File: config.mk
export PLATFORM = sky130hd
export DESIGN_NAME = gate_test_sequencer_flat
export DESIGN_NICKNAME = d
export VERILOG_FILES = /design/src/rtl/gate_test_sequencer_pkg.sv /design/src/rtl/gate_test_sequencer_if.sv /design/src/rtl/gate_ref_model.sv /design/src/rtl/gate_test_sequencer.sv /design/src/flat_wrapper.sv
export SDC_FILE = /design/constraint.sdc
export NUM_CORES = 1
export LEC_CHECK = 0
export CAP_MARGIN = 0
export CORE_MARGIN = 2
export CORE_UTILIZATION = 34
export CTS_BUF_LIST = sky130_fd_sc_hd__clkbuf_4
export DETAILED_ROUTE_END_ITERATION = 8
export GPL_TIMING_DRIVEN = 0
export HOLD_SLACK_MARGIN = 0.06
export SETUP_SLACK_MARGIN = 0.5
export SLEW_MARGIN = 20
export SYNTH_ARGS = -nofsm -noshare
export SYNTH_HDL_FRONTEND = slang
export SYNTH_SLANG_ARGS = --single-unit
File: constraint.sdc
create_clock -name clk -period 6.3 [get_ports clk]
set_clock_uncertainty 0.05 [all_clocks]
set_input_delay 0.63 -clock clk [delete_from_list [all_inputs] [get_ports clk]]
set_output_delay 0.63 -clock clk [all_outputs]
set_load 0.05 [all_outputs]
File: src/rtl/gate_test_sequencer_pkg.sv
`default_nettype none
// ============================================================================
// gate_test_sequencer_pkg
//   Gate encodings, sequencer state type and the golden truth-table function.
//   Revision: 1.0
// ============================================================================
package gate_test_sequencer_pkg;

   localparam logic [2:0] GATE_AND  = 3'd0;
   localparam logic [2:0] GATE_OR   = 3'd1;
   localparam logic [2:0] GATE_NAND = 3'd2;
   localparam logic [2:0] GATE_NOR  = 3'd3;
   localparam logic [2:0] GATE_XOR  = 3'd4;
   localparam logic [2:0] GATE_XNOR = 3'd5;

   typedef enum logic [1:0] {
      ST_IDLE  = 2'd0,
      ST_APPLY = 2'd1,
      ST_CHECK = 2'd2,
      ST_DONE  = 2'd3
   } seq_state_e;

   function automatic logic sel_is_legal(input logic [2:0] sel);
      return (sel <= GATE_XNOR);
   endfunction

   // Illegal selects return 0; callers gate them out via sel_is_legal.
   function automatic logic expected_y(input logic [2:0] sel, input logic a, input logic b);
      logic y;
      case (sel)
         GATE_AND:  y = a & b;
         GATE_OR:   y = a | b;
         GATE_NAND: y = ~(a & b);
         GATE_NOR:  y = ~(a | b);
         GATE_XOR:  y = a ^ b;
         GATE_XNOR: y = ~(a ^ b);
         default:   y = 1'b0;
      endcase
      return y;
   endfunction

endpackage
`default_nettype wire

File: src/rtl/gate_test_sequencer_if.sv
`default_nettype none
// ============================================================================
// gate_test_sequencer_if
//   Control, gate-drive and result signals between the sequencer and its user.
//   Revision: 1.0
// ============================================================================
interface gate_test_sequencer_if;

   logic       start;
   logic [2:0] gate_sel;
   logic       A;
   logic       B;
   logic       Y;
   logic       busy;
   logic       done;
   logic       pass;
   logic [2:0] err_count;
   logic [3:0] fail_vec;
   logic       sel_err;

   // master: the sequencer itself; slave: the environment that starts it and hosts the gate
   modport master (
      input  start, gate_sel, Y,
      output A, B, busy, done, pass, err_count, fail_vec, sel_err
   );

   modport slave (
      output start, gate_sel, Y,
      input  A, B, busy, done, pass, err_count, fail_vec, sel_err
   );

endinterface
`default_nettype wire

File: src/rtl/gate_ref_model.sv
`default_nettype none
// ============================================================================
// gate_ref_model
//   Combinational golden output for a 2-input gate of the selected type.
//   Revision: 1.0
// ============================================================================
module gate_ref_model
   import gate_test_sequencer_pkg::*;
(
   input  wire logic [2:0] sel_i,
   input  wire logic       a_i,
   input  wire logic       b_i,
   output logic            y_o
);

   assign y_o = expected_y(sel_i, a_i, b_i);

endmodule
`default_nettype wire

File: src/rtl/gate_test_sequencer.sv
`default_nettype none
// ============================================================================
// gate_test_sequencer
//   Walks {A,B} through 00..11, holds each DWELL cycles, checks Y per gate type.
//   Revision: 1.0
// ============================================================================
module gate_test_sequencer
   import gate_test_sequencer_pkg::*;
#(
   parameter int DWELL = 2
) (
   input  wire logic              clk,
   input  wire logic              rst_n,
   gate_test_sequencer_if.master  bus
);

   localparam int                CNT_W    = $clog2(DWELL + 1);
   localparam logic [CNT_W-1:0]  CNT_LAST = (CNT_W)'(DWELL - 1);

   seq_state_e        state_q;
   logic [1:0]        vec_q;
   logic [CNT_W-1:0]  cnt_q;
   logic [2:0]        sel_q;
   logic              a_q;
   logic              b_q;
   logic              busy_q;
   logic              done_q;
   logic              pass_q;
   logic [2:0]        err_count_q;
   logic [3:0]        fail_vec_q;
   logic              sel_err_q;

   logic              y_exp;
   logic              mismatch;
   logic [2:0]        err_count_d;
   logic [3:0]        fail_vec_d;

   // a_q/b_q always equal vec_q while in CHECK, so they address the model directly
   gate_ref_model u_ref (
      .sel_i (sel_q),
      .a_i   (a_q),
      .b_i   (b_q),
      .y_o   (y_exp)
   );

   always_comb begin
      mismatch    = (bus.Y != y_exp);
      err_count_d = err_count_q + {2'b00, mismatch};
      fail_vec_d  = fail_vec_q | (mismatch ? (4'b0001 << vec_q) : 4'b0000);
   end

   always_ff @(posedge clk) begin
      if (!rst_n) begin
         state_q     <= ST_IDLE;
         vec_q       <= 2'd0;
         cnt_q       <= '0;
         sel_q       <= 3'd0;
         a_q         <= 1'b0;
         b_q         <= 1'b0;
         busy_q      <= 1'b0;
         done_q      <= 1'b0;
         pass_q      <= 1'b0;
         err_count_q <= 3'd0;
         fail_vec_q  <= 4'd0;
         sel_err_q   <= 1'b0;
      end else begin
         done_q <= 1'b0;
         case (state_q)
            ST_IDLE: begin
               a_q <= 1'b0;
               b_q <= 1'b0;
               if (bus.start) begin
                  sel_q       <= bus.gate_sel;
                  pass_q      <= 1'b0;
                  err_count_q <= 3'd0;
                  fail_vec_q  <= 4'd0;
                  busy_q      <= 1'b1;
                  vec_q       <= 2'd0;
                  cnt_q       <= '0;
                  if (sel_is_legal(bus.gate_sel)) begin
                     sel_err_q <= 1'b0;
                     state_q   <= ST_APPLY;
                  end else begin
                     sel_err_q <= 1'b1;
                     done_q    <= 1'b1;
                     state_q   <= ST_DONE;
                  end
               end
            end
            ST_APPLY: begin
               cnt_q <= cnt_q + 1'b1;
               if (cnt_q == CNT_LAST) begin
                  state_q <= ST_CHECK;
               end
            end
            ST_CHECK: begin
               err_count_q <= err_count_d;
               fail_vec_q  <= fail_vec_d;
               if (vec_q == 2'd3) begin
                  // pass must include this final comparison, hence the _d values
                  pass_q  <= ~sel_err_q & (err_count_d == 3'd0);
                  done_q  <= 1'b1;
                  a_q     <= 1'b0;
                  b_q     <= 1'b0;
                  state_q <= ST_DONE;
               end else begin
                  vec_q      <= vec_q + 2'd1;
                  {a_q, b_q} <= vec_q + 2'd1;
                  cnt_q      <= '0;
                  state_q    <= ST_APPLY;
               end
            end
            ST_DONE: begin
               busy_q  <= 1'b0;
               state_q <= ST_IDLE;
            end
            default: state_q <= ST_IDLE;
         endcase
      end
   end

   assign bus.A         = a_q;
   assign bus.B         = b_q;
   assign bus.busy      = busy_q;
   assign bus.done      = done_q;
   assign bus.pass      = pass_q;
   assign bus.err_count = err_count_q;
   assign bus.fail_vec  = fail_vec_q;
   assign bus.sel_err   = sel_err_q;

endmodule
`default_nettype wire
File: src/flat_wrapper.sv
// flat-port wrapper written by rule: the top's interface ports become plain ports
module gate_test_sequencer_flat import gate_test_sequencer_pkg::*;
#(
   parameter int DWELL = 2
)
  (clk, rst_n, bus_start, bus_gate_sel, bus_Y, bus_A, bus_B, bus_busy, bus_done, bus_pass, bus_err_count, bus_fail_vec, bus_sel_err);
  gate_test_sequencer_if bus_i ();
  input  wire logic clk;
  input  wire logic rst_n;
  input wire logic [$bits(bus_i.start)-1:0] bus_start;
  input wire logic [$bits(bus_i.gate_sel)-1:0] bus_gate_sel;
  input wire logic [$bits(bus_i.Y)-1:0] bus_Y;
  output wire logic [$bits(bus_i.A)-1:0] bus_A;
  output wire logic [$bits(bus_i.B)-1:0] bus_B;
  output wire logic [$bits(bus_i.busy)-1:0] bus_busy;
  output wire logic [$bits(bus_i.done)-1:0] bus_done;
  output wire logic [$bits(bus_i.pass)-1:0] bus_pass;
  output wire logic [$bits(bus_i.err_count)-1:0] bus_err_count;
  output wire logic [$bits(bus_i.fail_vec)-1:0] bus_fail_vec;
  output wire logic [$bits(bus_i.sel_err)-1:0] bus_sel_err;
  assign bus_i.start = bus_start;
  assign bus_i.gate_sel = bus_gate_sel;
  assign bus_i.Y = bus_Y;
  assign bus_A = bus_i.A;
  assign bus_B = bus_i.B;
  assign bus_busy = bus_i.busy;
  assign bus_done = bus_i.done;
  assign bus_pass = bus_i.pass;
  assign bus_err_count = bus_i.err_count;
  assign bus_fail_vec = bus_i.fail_vec;
  assign bus_sel_err = bus_i.sel_err;
  gate_test_sequencer #(.DWELL(DWELL)) u_core (.clk(clk), .rst_n(rst_n), .bus(bus_i));
endmodule
==> flow_summary.json, run 1 <==
{
  "drc": 0,
  "dr_total_vias": 958,
  "die_width_um": 62.8,
  "total_power_per_unit_cell_area_nw_per_um2": 185,
  "totalNegativeSetupSlack_ns": 0,
  "layout_worst_path_cycle_share": 0.395,
  "final-max-slew-violation-count": 0,
  "synth-compound-area-share": 0.161,
  "cts.sink_count": 22,
  "antenna_violating_nets_post_route": 0,
  "first_pass_grt_wire_length_mm": 4.27,
  "worst-endpoint-arrival_ns": 2.70,
  "seqPwrFrac": 0.557,
  "switching_pwr_w": 0.0000761,
  "post_cts_resized": 0,
  "die_area_um2": 3940,
  "yosys_register_bits": 22,
  "gp_routability_congestion": 0.776,
  "clock_insertion_delay_worst_skew_ns": 0.31,
  "placement.io_buffers": 19,
  "class_of_the_tightest_hold_or_removal_check": "flip-flop to flip-flop",
  "comb_power_share": 0.195,
  "filler_cell_count": 344,
  "groute.usage.overall": 0.133,
  "syn2layout_area_growth_pct": 23.3,
  "max_slew.worst_pin.slew_ns": 0.505,
  "avgSynthCellArea_um2": 9.11,
  "floorplan.die.height_um": 62.8,
  "final_net_count": 169,
  "switching_share": 0.285,
  "global_route.overflow_total": 0,
  "ios": 20,
  "number_of_buffers_created_by_cts": 3,
  "vias_per_cell": 4.84,
  "fin_area_um2": 1450,
  "layout_min_cycle_time_ns": 2.49,
  "postPlaceCellArea_um2": 1420,
  "cp_slowest_stage_delay_ns": 0.40,
  "hold_viol_final": 0,
  "number_of_cells_produced_by_synthesis": 129,
  "grt_max_degree": 13,
  "syn_std_cell_area_um2": 1170,
  "tritoncts": "yes",
  "setup.worst_path.end_class": "flip-flop",
  "cts.reportedPaths.clkPinSlew_ns": 0.13,
  "synth_top_family_by_area": "simple AND/OR/NAND/NOR gates",
  "wirelength_mm": 2.31,
  "synthAdderAreaFrac": 0.0958,
  "timing.critical_path.slowest_stage_cell": "sky130_fd_sc_hd__dfxtp_1",
  "ctsHtreeMaxLevel": 1,
  "cts_setup_buffers": 0,
  "p_clk_frac": 0.248,
  "setup_viol_count_final": 0,
  "worstPathRequired_ns": 6.51,
  "layout-drive-gt1-share": 0.0592,
  "ys_seq_area_frac": 0.375,
  "layout_common_cells": "22 x sky130_fd_sc_hd__dfxtp_1, 19 x sky130_fd_sc_hd__clkdlybuf4s50_1, 15 x sky130_fd_sc_hd__nor2b_1, 13 x sky130_fd_sc_hd__nand2_1, 9 x sky130_fd_sc_hd__ha_1",
  "first_global_vias": 960,
  "timing.critical_path.fanout_max": 5,
  "rsz0062_at_grt": "false",
  "ys.warnings.count": 0,
  "power.ir.vdd_worst_mv": 0.0667,
  "diodes": 0,
  "power.static_leakage_nw": 0.540,
  "dp_hpwl_mm": 1.77,
  "synth.mux.area_fraction": 0.0341,
  "yosys.area_share.simple": 0.252,
  "dr.first_iter.drc_count": 34,
  "cp_class": "flip-flop to flip-flop",
  "initial_util": 0.352,
  "synth_fp_nets": 145,
  "maxCapViolations": 0,
  "hold_fix_buffers_cts": 0,
  "status": "complete, no violations",
  "synth_cell_type_count": 37,
  "antenna_found_initial": 0,
  "worstPathCellList": "inv_1, ha_1, xor2_1, nand3b_1, a21boi_1, nor2_1, ha_1, ha_1, nor3_1, and3_1, mux2i_1, nor2b_1",
  "drt-pass1-iter-count": 4,
  "synth-xor-area-share": 0.0373,
  "critPathMostFrequentCell": "sky130_fd_sc_hd__ha_1",
  "placement_rows": 21,
  "cell_internal_pwr_w": 0.000191,
  "most_frequent_standard_cell_in_the_layout_excluding_fill_and_tap_cells": "sky130_fd_sc_hd__dfxtp_1",
  "max_freq_mhz": 402,
  "ctsRootBufferMaster": "sky130_fd_sc_hd__clkbuf_4",
  "core_region_area_um2": 3340,
  "wl_per_cell_um": 11.7,
  "worst_relative_slew_slack": 0.663,
  "worstSetupStartpointType": "flip-flop",
  "max-clock-path-buffers": 2
}
-- cell families (layout without fill, tap and decap cells) --
group,after synthesis,count (layout)
buffers and inverters,11,34
and+or+nand+nor,51,51
xor gates and xnor gates,5,5
muxes,4,4
DFF,22,22
AOI/OAI and AO/OA,27,27
adders and majority gates,9,9
-- registers in the layout (all words and copies together) (netlist names) --
register,cells
u_core.vec_q,2
u_core.bus.B,1
u_core.state_q,2
u_core.sel_q,3
u_core.bus.done,1
u_core.bus.busy,1
u_core.bus.fail_vec,4
u_core.bus.A,1
u_core.cnt_q,2
u_core.bus.sel_err,1
u_core.bus.pass,1
u_core.bus.err_count,3
-- final cells by class --
type | count | area [µm²] | area share
well taps | 46 | 57.6 | 0.0397
multi-input cells | 96 | 682 | 0.471
flip-flops and latches | 22 | 440 | 0.304
inverters | 6 | 22.5 | 0.0155
clock buffers | 3 | 22.5 | 0.0155
repair buffers | 19 | 190 | 0.131
clock inverters | 1 | 3.75 | 0.00259
plain buffers | 5 | 30.0 | 0.0207
-- final timing paths --
kind | start | to | slack, ns | cells after the start
max reg2reg | u_core.bus.A | u_core.bus.pass | 3.81 | 12
max | u_core.bus.A | u_core.bus.pass | 3.81 | 12
min | u_core.bus.fail_vec[1] | u_core.bus.fail_vec[1] | 0.41 | 2
min reg2reg | u_core.bus.fail_vec[1] | u_core.bus.fail_vec[1] | 0.41 | 2
-- synth_stat cells --
library cell / number / share of area
sky130_fd_sc_hd__dfxtp_1: 22 / 0.37
sky130_fd_sc_hd__nor2b_1: 15 / 0.080
sky130_fd_sc_hd__nand2_1: 13 / 0.042
sky130_fd_sc_hd__ha_1: 9 / 0.096
sky130_fd_sc_hd__a22oi_1: 6 / 0.038
sky130_fd_sc_hd__inv_1: 6 / 0.019
sky130_fd_sc_hd__o21ai_0: 5 / 0.021
sky130_fd_sc_hd__and2_1: 4 / 0.021
sky130_fd_sc_hd__mux2i_1: 4 / 0.034
sky130_fd_sc_hd__nor2_1: 4 / 0.013
sky130_fd_sc_hd__o31ai_1: 4 / 0.026
sky130_fd_sc_hd__a21boi_0: 3 / 0.019
sky130_fd_sc_hd__clkbuf_1: 3 / 0.0096
sky130_fd_sc_hd__xnor2_1: 3 / 0.022
sky130_fd_sc_hd__a21boi_1: 2 / 0.013
sky130_fd_sc_hd__a21oi_1: 2 / 0.0085
sky130_fd_sc_hd__nand3_1: 2 / 0.0085
sky130_fd_sc_hd__nor3_1: 2 / 0.0085
sky130_fd_sc_hd__xor2_1: 2 / 0.015
sky130_fd_sc_hd__a21o_1: 1 / 0.0064
sky130_fd_sc_hd__a22oi_2: 1 / 0.011
sky130_fd_sc_hd__and2b_1: 1 / 0.0064
sky130_fd_sc_hd__and3_1: 1 / 0.0053
sky130_fd_sc_hd__and3b_1: 1 / 0.0075
sky130_fd_sc_hd__and3b_4: 1 / 0.011
sky130_fd_sc_hd__buf_4: 1 / 0.0064
sky130_fd_sc_hd__buf_6: 1 / 0.0096
sky130_fd_sc_hd__nand2b_1: 1 / 0.0053
sky130_fd_sc_hd__nand3b_1: 1 / 0.0064
sky130_fd_sc_hd__nor3_2: 1 / 0.0085
sky130_fd_sc_hd__nor3b_1: 1 / 0.0064
sky130_fd_sc_hd__nor3b_2: 1 / 0.011
sky130_fd_sc_hd__o21a_1: 1 / 0.0064
sky130_fd_sc_hd__o21bai_1: 1 / 0.0064
sky130_fd_sc_hd__o22ai_1: 1 / 0.0053
sky130_fd_sc_hd__or3_1: 1 / 0.0053
sky130_fd_sc_hd__or3b_1: 1 / 0.0075
-- layer usage --
| layer | track usage | wire length, µm | vias up |
|---|---|---|---|
| met5 | 0 | 0 | - |
| met1 | 0.168 | 1120 | 455 |
| met4 | 0.0500 | 29 | 0 |
| met2 | 0.224 | 1080 | 13 |
| met3 | 0.0270 | 79 | 4 |
| li1 | - | - | 486 |
-- power by group through the flow --
stage	clock network, W	registers [W]	logic, W
floorplan	0	0.000157	0.0000317
global placement	0	0.000152	0.0000515
detailed placement	0	0.000152	0.0000524
CTS	0.0000674	0.000149	0.0000527
global route	0.0000748	0.000150	0.0000580
finish	0.0000663	0.000149	0.0000522
-- per-stage QoR --
stage               setup WS, ns  utilization  total power, W  hold slack [ns]  cells
CTS                         3.77        0.434        0.000269            0.412    198
detailed placement          3.68        0.426        0.000205            0.388    194
global placement            3.69        0.426        0.000203            0.384    194
finish                      3.81        0.434        0.000268            0.408    198
floorplan                   3.65            -        0.000189            0.435    129
global route                3.54        0.434        0.000283            0.441    198
-- critical path, delay by kind of cell, from the launching register on --
| family | cells | cell delay (ns) |
|---|---|---|
| xor gates and xnor gates | 1 | 0.15 |
| muxes | 1 | 0.07 |
| adders and majority gates | 3 | 0.76 |
| and+or+nand+nor | 5 | 0.62 |
| DFF | 1 | 0.40 |
| AOI/OAI and AO/OA | 1 | 0.33 |
| buffers and inverters | 1 | 0.06 |
Power figures use the tool's default switching activity.
==> inputs of run 2 (changes only) <==
- clock period: 6.3 -> 2.18 ns (I/O delays scaled with it)
==> run 2 against run 1 <==
Compared with the run above:
- the run now ends with setup timing left
- routed wire length grew 7.3%
- first-iteration DRC count shrank 65%
- worst setup slack lost 3.9 ns
- clock-buffer cell count grew 1
- combinational power grew to 3.3 times the previous value
- critical path depth is the same
- clock power grew to 3.2 times the previous value
- flip-flop and latch count is the same
- cell count grew 2.5%
- highest routed layer unchanged
==> flow_summary.json, run 2 (synthesis results as in run 1) <==
{
  "placement_rows": 21,
  "wirelength_mm": 2.48,
  "cp_class": "flip-flop to flip-flop",
  "comb_power_share": 0.213,
  "max_freq_mhz": 447,
  "groute.usage.overall": 0.130,
  "max_slew.worst_pin.slew_ns": 0.510,
  "status": "finished with violations",
  "class_of_the_tightest_hold_or_removal_check": "flip-flop to flip-flop",
  "hold_viol_final": 0,
  "dr.first_iter.drc_count": 12,
  "worst_relative_slew_slack": 0.658,
  "ios": 20,
  "setup.worst_path.end_class": "flip-flop",
  "setup.worst_path.start": "u_core.bus.B",
  "timing.rr.end": "u_core.bus.pass",
  "gp_routability_congestion": 0.768,
  "die_width_um": 62.8,
  "layout-drive-gt1-share": 0.191,
  "first_global_vias": 944,
  "rsz0062_at_grt": "true",
  "worstPathRequired_ns": 2.39,
  "holdPathEnd": "u_core.bus.fail_vec[0]",
  "diodes": 0,
  "layout_worst_path_cycle_share": 1.03,
  "p_clk_frac": 0.259,
  "ctsHtreeMaxLevel": 1,
  "drc": 0,
  "totalPowerFinal_w": 0.000812,
  "core_region_area_um2": 3340,
  "layout_min_cycle_time_ns": 2.24,
  "initial_util": 0.352,
  "switching_pwr_w": 0.000232,
  "worstHoldStart": "u_core.bus.fail_vec[0]",
  "drt-pass1-iter-count": 4,
  "final_core_utilization": 0.472,
  "seqPwrFrac": 0.528,
  "postLayoutSetupSlackWorst_ns": -0.0592,
  "die_area_um2": 3940,
  "place_ws_ns": -0.124,
  "failed_checks": "setup timing",
  "final-max-slew-violation-count": 0,
  "largest_reg_flops": 4,
  "filler_cell_count": 346,
  "first_pass_grt_wire_length_mm": 4.10,
  "layoutNonFillerInstCount": 203,
  "max-clock-path-buffers": 2,
  "most_frequent_standard_cell_in_the_layout_excluding_fill_and_tap_cells": "sky130_fd_sc_hd__dfxtp_1",
  "dp_cell_count": 194,
  "placement.io_buffers": 19,
  "final_net_count": 174,
  "antenna_violating_nets_post_route": 0,
  "power.ir.vdd_worst_mv": 0.368,
  "worst-endpoint-arrival_ns": 2.44,
  "rr_worst_depth": 12,
  "vias_per_cell": 4.85,
  "floorplan.die.height_um": 62.8,
  "hold_fix_buffers_cts": 0,
  "timing.critical_path.fanout_max": 4,
  "cts.sink_count": 22,
  "setup.reg_to_reg.worst_slack_ns": -0.06,
  "grt_max_degree": 13,
  "hold_depth": 2,
  "number_of_buffers_created_by_cts": 3,
  "tritoncts": "yes",
  "maxCapViolations": 0,
  "dr_total_vias": 985,
  "antenna_found_initial": 0,
  "ctsRootBufferMaster": "sky130_fd_sc_hd__clkbuf_4",
  "setup_viol_count_final": 1,
  "worstSetupStartpointType": "flip-flop",
  "syn2layout_area_growth_pct": 34.0,
  "total_power_per_unit_cell_area_nw_per_um2": 516,
  "global_route.overflow_total": 0,
  "r2r_start": "u_core.bus.B",
  "dp_hpwl_mm": 1.77,
  "cell_internal_pwr_w": 0.000580,
  "wl_per_cell_um": 12.2,
  "cts.reportedPaths.clkPinSlew_ns": 0.12,
  "switching_share": 0.286,
  "clock_insertion_delay_worst_skew_ns": 0.31,
  "power.static_leakage_nw": 0.648,
  "layout_common_cells": "20 x sky130_fd_sc_hd__dfxtp_1, 15 x sky130_fd_sc_hd__nor2b_1, 13 x sky130_fd_sc_hd__nand2_1, 13 x sky130_fd_sc_hd__dlygate4sd2_1"
}
run 2: changes by cell type in the layout (fill, tap and decap cells not counted), moves of 3 or more:
| cell | change |
|---|---|
| sky130_fd_sc_hd__clkdlybuf4s50_1 | -13 |
| sky130_fd_sc_hd__dlygate4sd2_1 | +13 |
| sky130_fd_sc_hd__buf_4 | +4 |
| sky130_fd_sc_hd__ha_1 | -3 |
| sky130_fd_sc_hd__ha_4 | +3 |
| sky130_fd_sc_hd__o31ai_1 | -3 |
| sky130_fd_sc_hd__o31ai_2 | +3 |
run 2: timing repair:
item / 4_1_cts / 5_1_grt
pin swaps: 5 / 4
setup endpoints to repair: 17 / 8
setup buffers: 1 / 4
resized for setup: 19 / 5
run 2: final cells by class:
cell class | count | area [µm²] | share of cell area
buffer | 5 | 30.0 | 0.0191
clock buffer | 4 | 30.0 | 0.0191
inverter | 6 | 22.5 | 0.0143
multi-input combinational | 96 | 771 | 0.490
sequential | 22 | 448 | 0.285
tap | 46 | 57.6 | 0.0366
timing repair buffer | 24 | 215 | 0.137
run 2: through the flow:
stage	hold slack [ns]	TNS [ns]	area [µm²]
after global routing	0.438	-0.192	1570
after CTS	0.413	-0.102	1520
final	0.416	-0.0592	1570
after floorplan	0.324	-0.0442	1220
after global placement	0.384	-0.0498	1470
after detailed placement	0.396	-0.124	1470
run 2: per-layer routing:
| metal | wire length (µm) | vias to the layer above | global-route usage |
|---|---|---|---|
| li1 | - | 496 | - |
| met1 | 1120 | 474 | 0.148 |
| met2 | 1250 | 13 | 0.230 |
| met3 | 98 | 2 | 0.0450 |
| met4 | 19 | 0 | 0.0333 |
| met5 | 0 | - | 0 |
run 2: how the worst max path moves through the flow:
stage / endpoint / slack, ns / depth (start not counted)
2_1_floorplan: u_core.bus.pass / -0.04 / 12
6_report: u_core.bus.pass / -0.06 / 12
5_1_grt: u_core.bus.pass / -0.18 / 12
3_3_place_gp: u_core.bus.pass / -0.05 / 12
3_5_place_dp: u_core.bus.pass / -0.12 / 12
4_1_cts: u_core.bus.pass / -0.10 / 12
run 2: power by group through the flow:
| stage | clock network, W | registers, W | logic (W) |
|---|---|---|---|
| floorplan | 0 | 0.000452 | 0.0000942 |
| global placement | 0 | 0.000437 | 0.000152 |
| detailed placement | 0 | 0.000438 | 0.000155 |
| CTS | 0.000220 | 0.000429 | 0.000163 |
| global route | 0.000238 | 0.000432 | 0.000187 |
| finish | 0.000210 | 0.000429 | 0.000173 |
run 2: worst max-delay path: stages, from the launching register on:
cell,delay (ns)
sky130_fd_sc_hd__dfxtp_4,0.39
sky130_fd_sc_hd__inv_2,0.04
sky130_fd_sc_hd__ha_4,0.26
sky130_fd_sc_hd__xor2_2,0.13
sky130_fd_sc_hd__nand3b_1,0.16
sky130_fd_sc_hd__and3b_4,0.26
sky130_fd_sc_hd__nor2_4,0.11
sky130_fd_sc_hd__ha_4,0.14
sky130_fd_sc_hd__ha_4,0.19
sky130_fd_sc_hd__nor3_2,0.10
sky130_fd_sc_hd__and3_1,0.17
sky130_fd_sc_hd__mux2i_1,0.07
sky130_fd_sc_hd__nor2b_1,0.10
